`src/rtl/core_dmem_router.sv`:
```
// core_dmem_router: steers core data-bus requests to MMIO targets or external
// memory, tracking outstanding requests so responses return in request order.
module core_dmem_router #(
  parameter int NT = 2,
  parameter int ADDR_W = 64,
  parameter int DATA_W = 64,
  parameter int DEPTH = 4,
  parameter logic [NT*ADDR_W-1:0] REGION_BASE = {64'h2000, 64'h1000},
  parameter logic [NT*ADDR_W-1:0] REGION_MASK = {64'h0FFF, 64'h0FFF},
  localparam int STRB_W = DATA_W / 8
) (
  input  logic                 g_clk,
  input  logic                 g_reset,
  input  logic                 int_req,
  input  logic [ADDR_W-1:0]    int_addr,
  input  logic                 int_wen,
  input  logic [STRB_W-1:0]    int_strb,
  input  logic [DATA_W-1:0]    int_wdata,
  output logic                 int_gnt,
  output logic                 int_rsp_valid,
  output logic                 int_err,
  output logic [DATA_W-1:0]    int_rdata,
  output logic                 ext_req,
  input  logic                 ext_gnt,
  output logic [ADDR_W-1:0]    ext_addr,
  output logic                 ext_wen,
  output logic [STRB_W-1:0]    ext_strb,
  output logic [DATA_W-1:0]    ext_wdata,
  input  logic                 ext_rsp_valid,
  output logic                 ext_rsp_ready,
  input  logic                 ext_err,
  input  logic [DATA_W-1:0]    ext_rdata,
  output logic [NT-1:0]        mmio_req,
  input  logic [NT-1:0]        mmio_gnt,
  output logic [ADDR_W-1:0]    mmio_addr,
  output logic                 mmio_wen,
  output logic [STRB_W-1:0]    mmio_strb,
  output logic [DATA_W-1:0]    mmio_wdata,
  input  logic [NT-1:0]        mmio_rsp_valid,
  output logic [NT-1:0]        mmio_rsp_ready,
  input  logic [NT-1:0]        mmio_err,
  input  logic [NT*DATA_W-1:0] mmio_rdata,
  output logic                 rsp_stray
);

  localparam int IDW = $clog2(NT + 1);
  localparam int PW  = $clog2(DEPTH);
  localparam int CW  = PW + 1;

  logic [IDW-1:0] fifo_q [DEPTH];
  logic [PW-1:0]  wr_ptr_q;
  logic [PW-1:0]  rd_ptr_q;
  logic [CW-1:0]  count_q;
  logic           stray_q;

  logic [IDW-1:0] sel_id;
  logic [IDW-1:0] head_id;
  logic           sel_gnt;
  logic           full;
  logic           req_ok;
  logic           active;
  logic           push;
  logic           pop;
  logic [NT:0]    pend;
  logic [PW-1:0]  off;
  logic           stray_set;

  assign ext_addr   = int_addr;
  assign ext_wen    = int_wen;
  assign ext_strb   = int_strb;
  assign ext_wdata  = int_wdata;
  assign mmio_addr  = int_addr;
  assign mmio_wen   = int_wen;
  assign mmio_strb  = int_strb;
  assign mmio_wdata = int_wdata;

  // descending scan so the lowest hitting region wins
  always_comb begin
    sel_id = '0;
    for (int i = NT - 1; i >= 0; i--) begin
      if ((int_addr & ~REGION_MASK[i*ADDR_W +: ADDR_W]) ==
          (REGION_BASE[i*ADDR_W +: ADDR_W] &
           ~REGION_MASK[i*ADDR_W +: ADDR_W]))
        sel_id = IDW'(i + 1);
    end
  end

  assign full   = (count_q == CW'(DEPTH));
  assign req_ok = int_req && !full && !g_reset;

  always_comb begin
    ext_req  = 1'b0;
    mmio_req = '0;
    sel_gnt  = 1'b0;
    if (sel_id == '0) begin
      ext_req = req_ok;
      sel_gnt = ext_gnt;
    end
    for (int i = 0; i < NT; i++) begin
      if (sel_id == IDW'(i + 1)) begin
        mmio_req[i] = req_ok;
        sel_gnt     = mmio_gnt[i];
      end
    end
  end

  assign int_gnt = sel_gnt && !full && !g_reset;
  assign push    = int_req && int_gnt;

  assign head_id = fifo_q[rd_ptr_q];
  assign active  = (count_q != '0) && !g_reset;

  always_comb begin
    ext_rsp_ready  = 1'b0;
    mmio_rsp_ready = '0;
    int_rsp_valid  = 1'b0;
    int_err        = 1'b0;
    int_rdata      = '0;
    if (active) begin
      if (head_id == '0) begin
        ext_rsp_ready = 1'b1;
        int_rsp_valid = ext_rsp_valid;
        int_err       = ext_err;
        int_rdata     = ext_rdata;
      end
      for (int i = 0; i < NT; i++) begin
        if (head_id == IDW'(i + 1)) begin
          mmio_rsp_ready[i] = 1'b1;
          int_rsp_valid     = mmio_rsp_valid[i];
          int_err           = mmio_err[i];
          int_rdata         = mmio_rdata[i*DATA_W +: DATA_W];
        end
      end
    end
  end

  assign pop = int_rsp_valid;

  // a target still owed a response is only back-pressured, not stray
  always_comb begin
    pend = '0;
    off  = '0;
    for (int k = 0; k < DEPTH; k++) begin
      off = PW'(k) - rd_ptr_q;
      if ({1'b0, off} < count_q) begin
        for (int j = 0; j <= NT; j++) begin
          if (fifo_q[k] == IDW'(j))
            pend[j] = 1'b1;
        end
      end
    end
  end

  assign stray_set = |({mmio_rsp_valid, ext_rsp_valid} & ~pend);
  assign rsp_stray = stray_q;

  always_ff @(posedge g_clk) begin
    if (push)
      fifo_q[wr_ptr_q] <= sel_id;
  end

  always_ff @(posedge g_clk) begin
    if (g_reset) begin
      wr_ptr_q <= '0;
      rd_ptr_q <= '0;
      count_q  <= '0;
      stray_q  <= 1'b0;
    end else begin
      if (push)
        wr_ptr_q <= wr_ptr_q + PW'(1);
      if (pop)
        rd_ptr_q <= rd_ptr_q + PW'(1);
      count_q <= count_q + CW'(push) - CW'(pop);
      if (stray_set)
        stray_q <= 1'b1;
    end
  end

endmodule

```
`config.mk`:
```
export PLATFORM = sky130hd
export DESIGN_NAME = core_dmem_router
export DESIGN_NICKNAME = d
export VERILOG_FILES = /design/src/rtl/core_dmem_router.sv
export SDC_FILE = /design/constraint.sdc
export NUM_CORES = 1
export LEC_CHECK = 0
export CAP_MARGIN = 20
export CORE_AREA = 8 8 260 262
export DETAILED_ROUTE_END_ITERATION = 6
export DIE_AREA = 0 0 268 270
export HOLD_SLACK_MARGIN = 0.12
export PLACE_DENSITY = 0.3
export REMOVE_ABC_BUFFERS = 1
export SETUP_SLACK_MARGIN = 0.4
export SYNTH_ARGS = -nofsm -noshare
export SYNTH_HDL_FRONTEND = slang
export SYNTH_SLANG_ARGS = --single-unit
```
`constraint.sdc`:
```
create_clock -name g_clk -period 6.2 [get_ports g_clk]
set_input_delay 0.62 -clock g_clk [delete_from_list [all_inputs] [get_ports g_clk]]
set_output_delay 0.62 -clock g_clk [all_outputs]
set_load 0.05 [all_outputs]
```
# Word-level counts from Yosys, hierarchy flattened
# Memory sizes are Yosys's and may differ from the RTL's. A register that Yosys moved wholly into a read port is not among the register bits.
# Cells that the tools add are included.
dict set report totals {
  register_bits 8
  mem_bits_rw 8
  input_bits 341
  memories 1
}
dict set report op_classes {
  n_addsub 8
  order_cmp 4
  n_eq_ne 15
  n_mux 45
  bitwise_logic 2
  reduce_logical 16
}
# name depth width read_ports rd_ports_with_merged_regs wr line_no
set mem_list {}
lappend mem_list {fifo_q 4 2 5 1 1 50} ;# logic [IDW-1:0] fifo_q [DEPTH];
# cell count
set ops {}
lappend ops {{$mux W64} 4}
lappend ops {{$eq A52 B1 Y1 const B} 1}
lappend ops {{$eq A52 B2 Y1 const B} 1}
lappend ops {{$mux W1} 32}
lappend ops {{$eq A2 B1 Y1 const B} 6}
lappend ops {{$eq A2 B2 Y1 const B} 6}
lappend ops {{$logic_not A2 Y1} 6}
lappend ops {{$lt A2 B3 Y1} 4}
lappend ops {{$mux W3} 4}
lappend ops {{$mux W2} 5}
lappend ops {{$logic_and A1 B1 Y1} 6}
lappend ops {{$add A2 B1 Y2 const B} 2}
lappend ops {{$sub A1 B2 Y2 const A} 2}
lappend ops {{$sub A2 B2 Y2 const A} 2}
lappend ops {{$add A3 B1 Y3} 1}
lappend ops {{$and A3 B3 Y3} 1}
lappend ops {{$eq A3 B3 Y1 const B} 1}
lappend ops {{$not A3 Y3} 1}
lappend ops {{$reduce_bool A3 Y1} 1}
lappend ops {{$reduce_or A3 Y1} 1}
lappend ops {{$sub A3 B1 Y3} 1}
lappend ops {{$logic_not A1 Y1} 2}

# Depth between registers and ports, before layout
dict set report depth {
  word_depth 12
  mapped_depth 14
  ltp_nobuf 14
}

# Least setup slack after synthesis
# No wires, ideal clock.
dict set report synth_path {
  kind {input-to-reg}
  startpoint {input port int_addr[50]}
  endpoint {register count_q[2]}
  setup_ns 0.126
  t_arrival_ns 3.097
  path_slack_ns 2.978
  stages 14
  n_path_buf 0
  path_cell_list {nor4_1 -> nand4_1 -> or4_1 -> a21o_1 -> o2bb2ai_2 -> inv_2 -> ha_1 -> inv_1 -> ha_1 -> inv_1 -> fa_1 -> xnor2_1 -> xnor2_1 -> nor2_1}
}
dict set report synth_via {
  elab_chain_len 12
  word_cells_on_any_way 15
  classes_between {2 x add/sub; 4 x eq/ne; 5 x mux; 4 x reduce/logical}
}
# item line_no
set synth_lines {}
lappend synth_lines {{from (decl)} 15} ;# input logic [ADDR_W-1:0] int_addr,
lappend synth_lines {{$eq A52 B2 Y1} 81} ;# if ((int_addr & ~REGION_MASK[i*ADDR_W +: ADDR_W]) ==
lappend synth_lines {{$mux W2} 81}
lappend synth_lines {{$mux W2 *} 81}
lappend synth_lines {{$logic_not A2 Y1} 95} ;# if (sel_id == '0) begin
lappend synth_lines {{$mux W1} 95}
lappend synth_lines {{$mux W1} 100} ;# if (sel_id == IDW'(i + 1)) begin
lappend synth_lines {{$mux W1 *} 100}
lappend synth_lines {{$logic_and A1 B1 Y1 * (2 in a row)} 107} ;# assign int_gnt = sel_gnt && !full && !g_reset;
lappend synth_lines {{$logic_and A1 B1 Y1 *} 108} ;# assign push = int_req && int_gnt;
lappend synth_lines {{$add A3 B1 Y3 *} 173} ;# count_q <= count_q + CW'(push) - CW'(pop);
lappend synth_lines {{$sub A3 B1 Y3 *} 173}
lappend synth_lines {{to (signal assigned)} 173}
lappend synth_lines {{to (decl)} 53} ;# logic [CW-1:0] count_q;
# Mark *: on every way between the ends. The rest lies on a longest branch, timed or not.
# A chain may end at the register's enable or synchronous reset.

==> metrics.log <==
[metrics] status: complete, no violations
[metrics] switch share: 0.554
[metrics] maximum number of pins on one net before global-route repair: 61
[metrics] combinational cell fraction of total power: 0.812
[metrics] flip-flop and latch area: 440 um2
[metrics] worst slew pin tran: 0.949 ns
[metrics] kind of end point of the critical path: output port
[metrics] Die H: 270 um
[metrics] highest metal layer used by the detailed router: met5
[metrics] via total after detailed routing: 5872
[metrics] summed instance area of the synthesized netlist: 4900 um2
[metrics] pwr/cell area: 180 nW/um2
[metrics] kind of launch point of the worst setup path: flop
[metrics] highest-count cells in the layout ignoring fill and taps: clkdlybuf4s50_1 (433), a21oi_1 (134), nand2_1 (132)
[metrics] logic depth of the worst register-to-register path: 11
[metrics] routed len/inst: 25.9 um
[metrics] vias in the first global route: 6200
[metrics] number of ports placed on the die boundary: 689
[metrics] via count normalized by instance count: 3.32
[metrics] most frequent standard cell in the layout excluding fill and tap cells: clkdlybuf4s50_1
[metrics] required time reported for the critical path endpoint: 5.58 ns
[metrics] max-slew violation count: 0
[metrics] worst min-delay path category: flop to flop
[metrics] static leakage: 0.00276 uW
[metrics] Overall Global Routing Usage: 0.118
[metrics] Antenna Violating Nets Remaining: 0
[metrics] post-CTS setup buffer count: 0
[metrics] final worst setup slack: 1.86 ns
[metrics] post_cts resized: 0
[metrics] number of hold-repair buffers added at the cts stage: 0
[metrics] max frequency: 230 MHz
[metrics] CTS root buf: clkbuf_16
[metrics] setup repair after global routing missed its margin: no
[metrics] CTS Buffer Depth: 2
[metrics] placed cell area: 8180 um2
[metrics] standard-cell rows: 93
[metrics] number of distinct library cells after synthesis: 44
[metrics] TritonCTS clock tree: built
[metrics] clock period minus final worst setup slack: 4.34 ns
[metrics] ratio of cells with drive above 1 in the final layout: 0.0263
[metrics] remaining global-route overflow: 0
[metrics] Met3 Routed Length: 8980 um
[metrics] IR Drop Worst-Case VDD: 63.6 uV
[metrics] routed length on met1: 18500 um
[metrics] Final Skew: 0.00115 ns
[metrics] net switching power: 825 uW
[metrics] data arrival at the endpoint of the critical path: 3.72 ns
[metrics] Layout Area Growth over Synthesis: 68.6%
[metrics] 1st-pass router iterations: 4
[metrics] initial core utilization: 0.0770
[metrics] clock input transition at the sequential cells of the worst setup and hold paths: 0.05 ns
[metrics] instance count of the mapped netlist: 778
[metrics] RD Place Congestion: 0.772
[metrics] Clock Latency Late Sink: 0.24 ns
[metrics] global-route wire length before repair: 58300 um
[metrics] CTS Sinks: 18
[metrics] max cap viols: 0
[metrics] CTS Buf Count: 3
[metrics] core area: 63600 um2
[metrics] deepest level of the CTS H-tree: 1
[metrics] post-detailed-routing wire length: 45700 um
[metrics] WHS Path Cells: 1
[metrics] initial antenna violation count: 2
[metrics] setup slack after placement: 1.76 ns
[metrics] period utilisation layout: 0.701
[metrics] DRC viols: 0
[metrics] clock group share of total power: 0.085
[metrics] post-route cell area: 8260 um2
[metrics] IO buf count: 433
[metrics] sequential element share of the synthesized area: 0.0899
[metrics] Total Die Area: 72400 um2
[metrics] dominant register cell in the synthesized netlist: dfxtp_1
[metrics] post-DP HPWL: 37500 um
[metrics] DRC violation total after the first TritonRoute iteration: 352
[metrics] final design utilization: 0.130
[metrics] mean area per synthesized cell: 6.30 um2
[metrics] endpoints failing setup: 0
[metrics] count of fill cells added during filler insertion: 7337
[metrics] total met2 wirelength after detailed routing: 17300 um
[metrics] number of enable flip-flop cells after synthesis: 8
[metrics] Hold Vio Cnt, Final: 0
[metrics] # nets final: 1264
[metrics] multi-input logic area: 2210 um2
[metrics] Synth Warn #: 0
[metrics] sequential power share: 0.103
[metrics] setup tns final: 0 ns
[metrics] Die W: 268 um
[metrics] type of the worst setup path: flop to output port
[metrics] largest fanout on the critical path: 25
[metrics] Pint: 665 uW
[metrics] post-synthesis register bit count: 18
[metrics] asr flop ratio synth: 0
[metrics] Slew headroom: 0.366
## critical path, stage by stage (launching register included)
cell	delay, ns
edfxtp_1	0.45
mux4_4	0.82
nor2b_4	0.79
buf_4	0.35
a21oi_1	0.09
nor2_1	0.08
clkdlybuf4s50_1	0.84
## power by group through the flow
stage	Sequential [uW]	Combinational, uW	Clock (uW)
6_report	154	1210	127
5_1_grt	156	1290	138
4_1_cts	154	1240	133
3_5_place_dp	156	1240	0
3_3_place_gp	156	1250	0
2_1_floorplan	152	535	0
## path summary, 6_finish.rpt
path | start | end | slack (ns)
worst min-delay path | wr_ptr_q[0] | wr_ptr_q[0] | 0.52
worst max register to register | fifo_q[3][1] | count_q[2] | 2.90
worst max-delay path | fifo_q[0][0] | int_rdata[30] | 1.86
worst min register to register | wr_ptr_q[0] | wr_ptr_q[0] | 0.52
## per-stage QoR
stage	cells	hold slack, ns	power [uW]
2_1_floorplan	465	0.469	687
3_3_place_gp	1762	0.509	1410
3_5_place_dp	1762	0.510	1390
4_1_cts	1766	0.522	1530
5_1_grt	1766	0.540	1590
6_report	1767	0.522	1490
## cells in the mapped netlist (all sizes together), types with 2 or more instances
| cell | count | area share |
|---|---|---|
| buf | 286 | 0.43 |
| a21oi | 134 | 0.14 |
| nand2 | 133 | 0.10 |
| nor2 | 79 | 0.061 |
| clkbuf | 27 | 0.021 |
| inv | 13 | 0.010 |
| nor4 | 13 | 0.017 |
| dfxtp | 10 | 0.041 |
| ha | 10 | 0.026 |
| edfxtp | 8 | 0.049 |
| nor3 | 8 | 0.0082 |
| and2 | 7 | 0.0089 |
| nand2b | 7 | 0.0089 |
| mux2i | 4 | 0.0082 |
| xnor2 | 4 | 0.0071 |
| nand4 | 3 | 0.0038 |
| nor2b | 3 | 0.0038 |
| or3b | 3 | 0.0054 |
| a22oi | 2 | 0.0031 |
| mux2 | 2 | 0.0054 |
| mux4 | 2 | 0.0092 |
| nor3b | 2 | 0.0031 |
| o21a | 2 | 0.0031 |
| or4 | 2 | 0.0031 |
## per-layer routing
layer / vias up / global-route usage
li1: 2532 / -
met1: 2674 / 0.136
met2: 621 / 0.162
met3: 31 / 0.101
met4: 14 / 0.0140
met5: - / 0.0616
## cell families (layout without fill, tap and decap cells)
kind of cell,count (synthesis),after routing,synth area share
multiplexers,8,8,0.0227
AO/OA/AOI/OAI,148,148,0.161
buffers and inverters,326,459,0.462
adder cells (fa/ha/maj),11,11,0.0296
AND/OR/NAND/NOR,263,263,0.228
other,0,1,0
XOR/XNOR,4,4,0.00715
flip-flops,18,18,0.0899
## area by class of cell
class | count | share of cell area
Timing Repair Buffer | 442 | 0.534
Multi-Input combinational cell | 434 | 0.267
Tap cell | 855 | 0.129
Sequential cell | 18 | 0.0533
Clock buffer | 3 | 0.00908
Inverter | 13 | 0.00590
Clock inverter | 1 | 0.000454
Antenna cell | 1 | 0.000303
No activity file was read; power rests on OpenSTA's default activity.
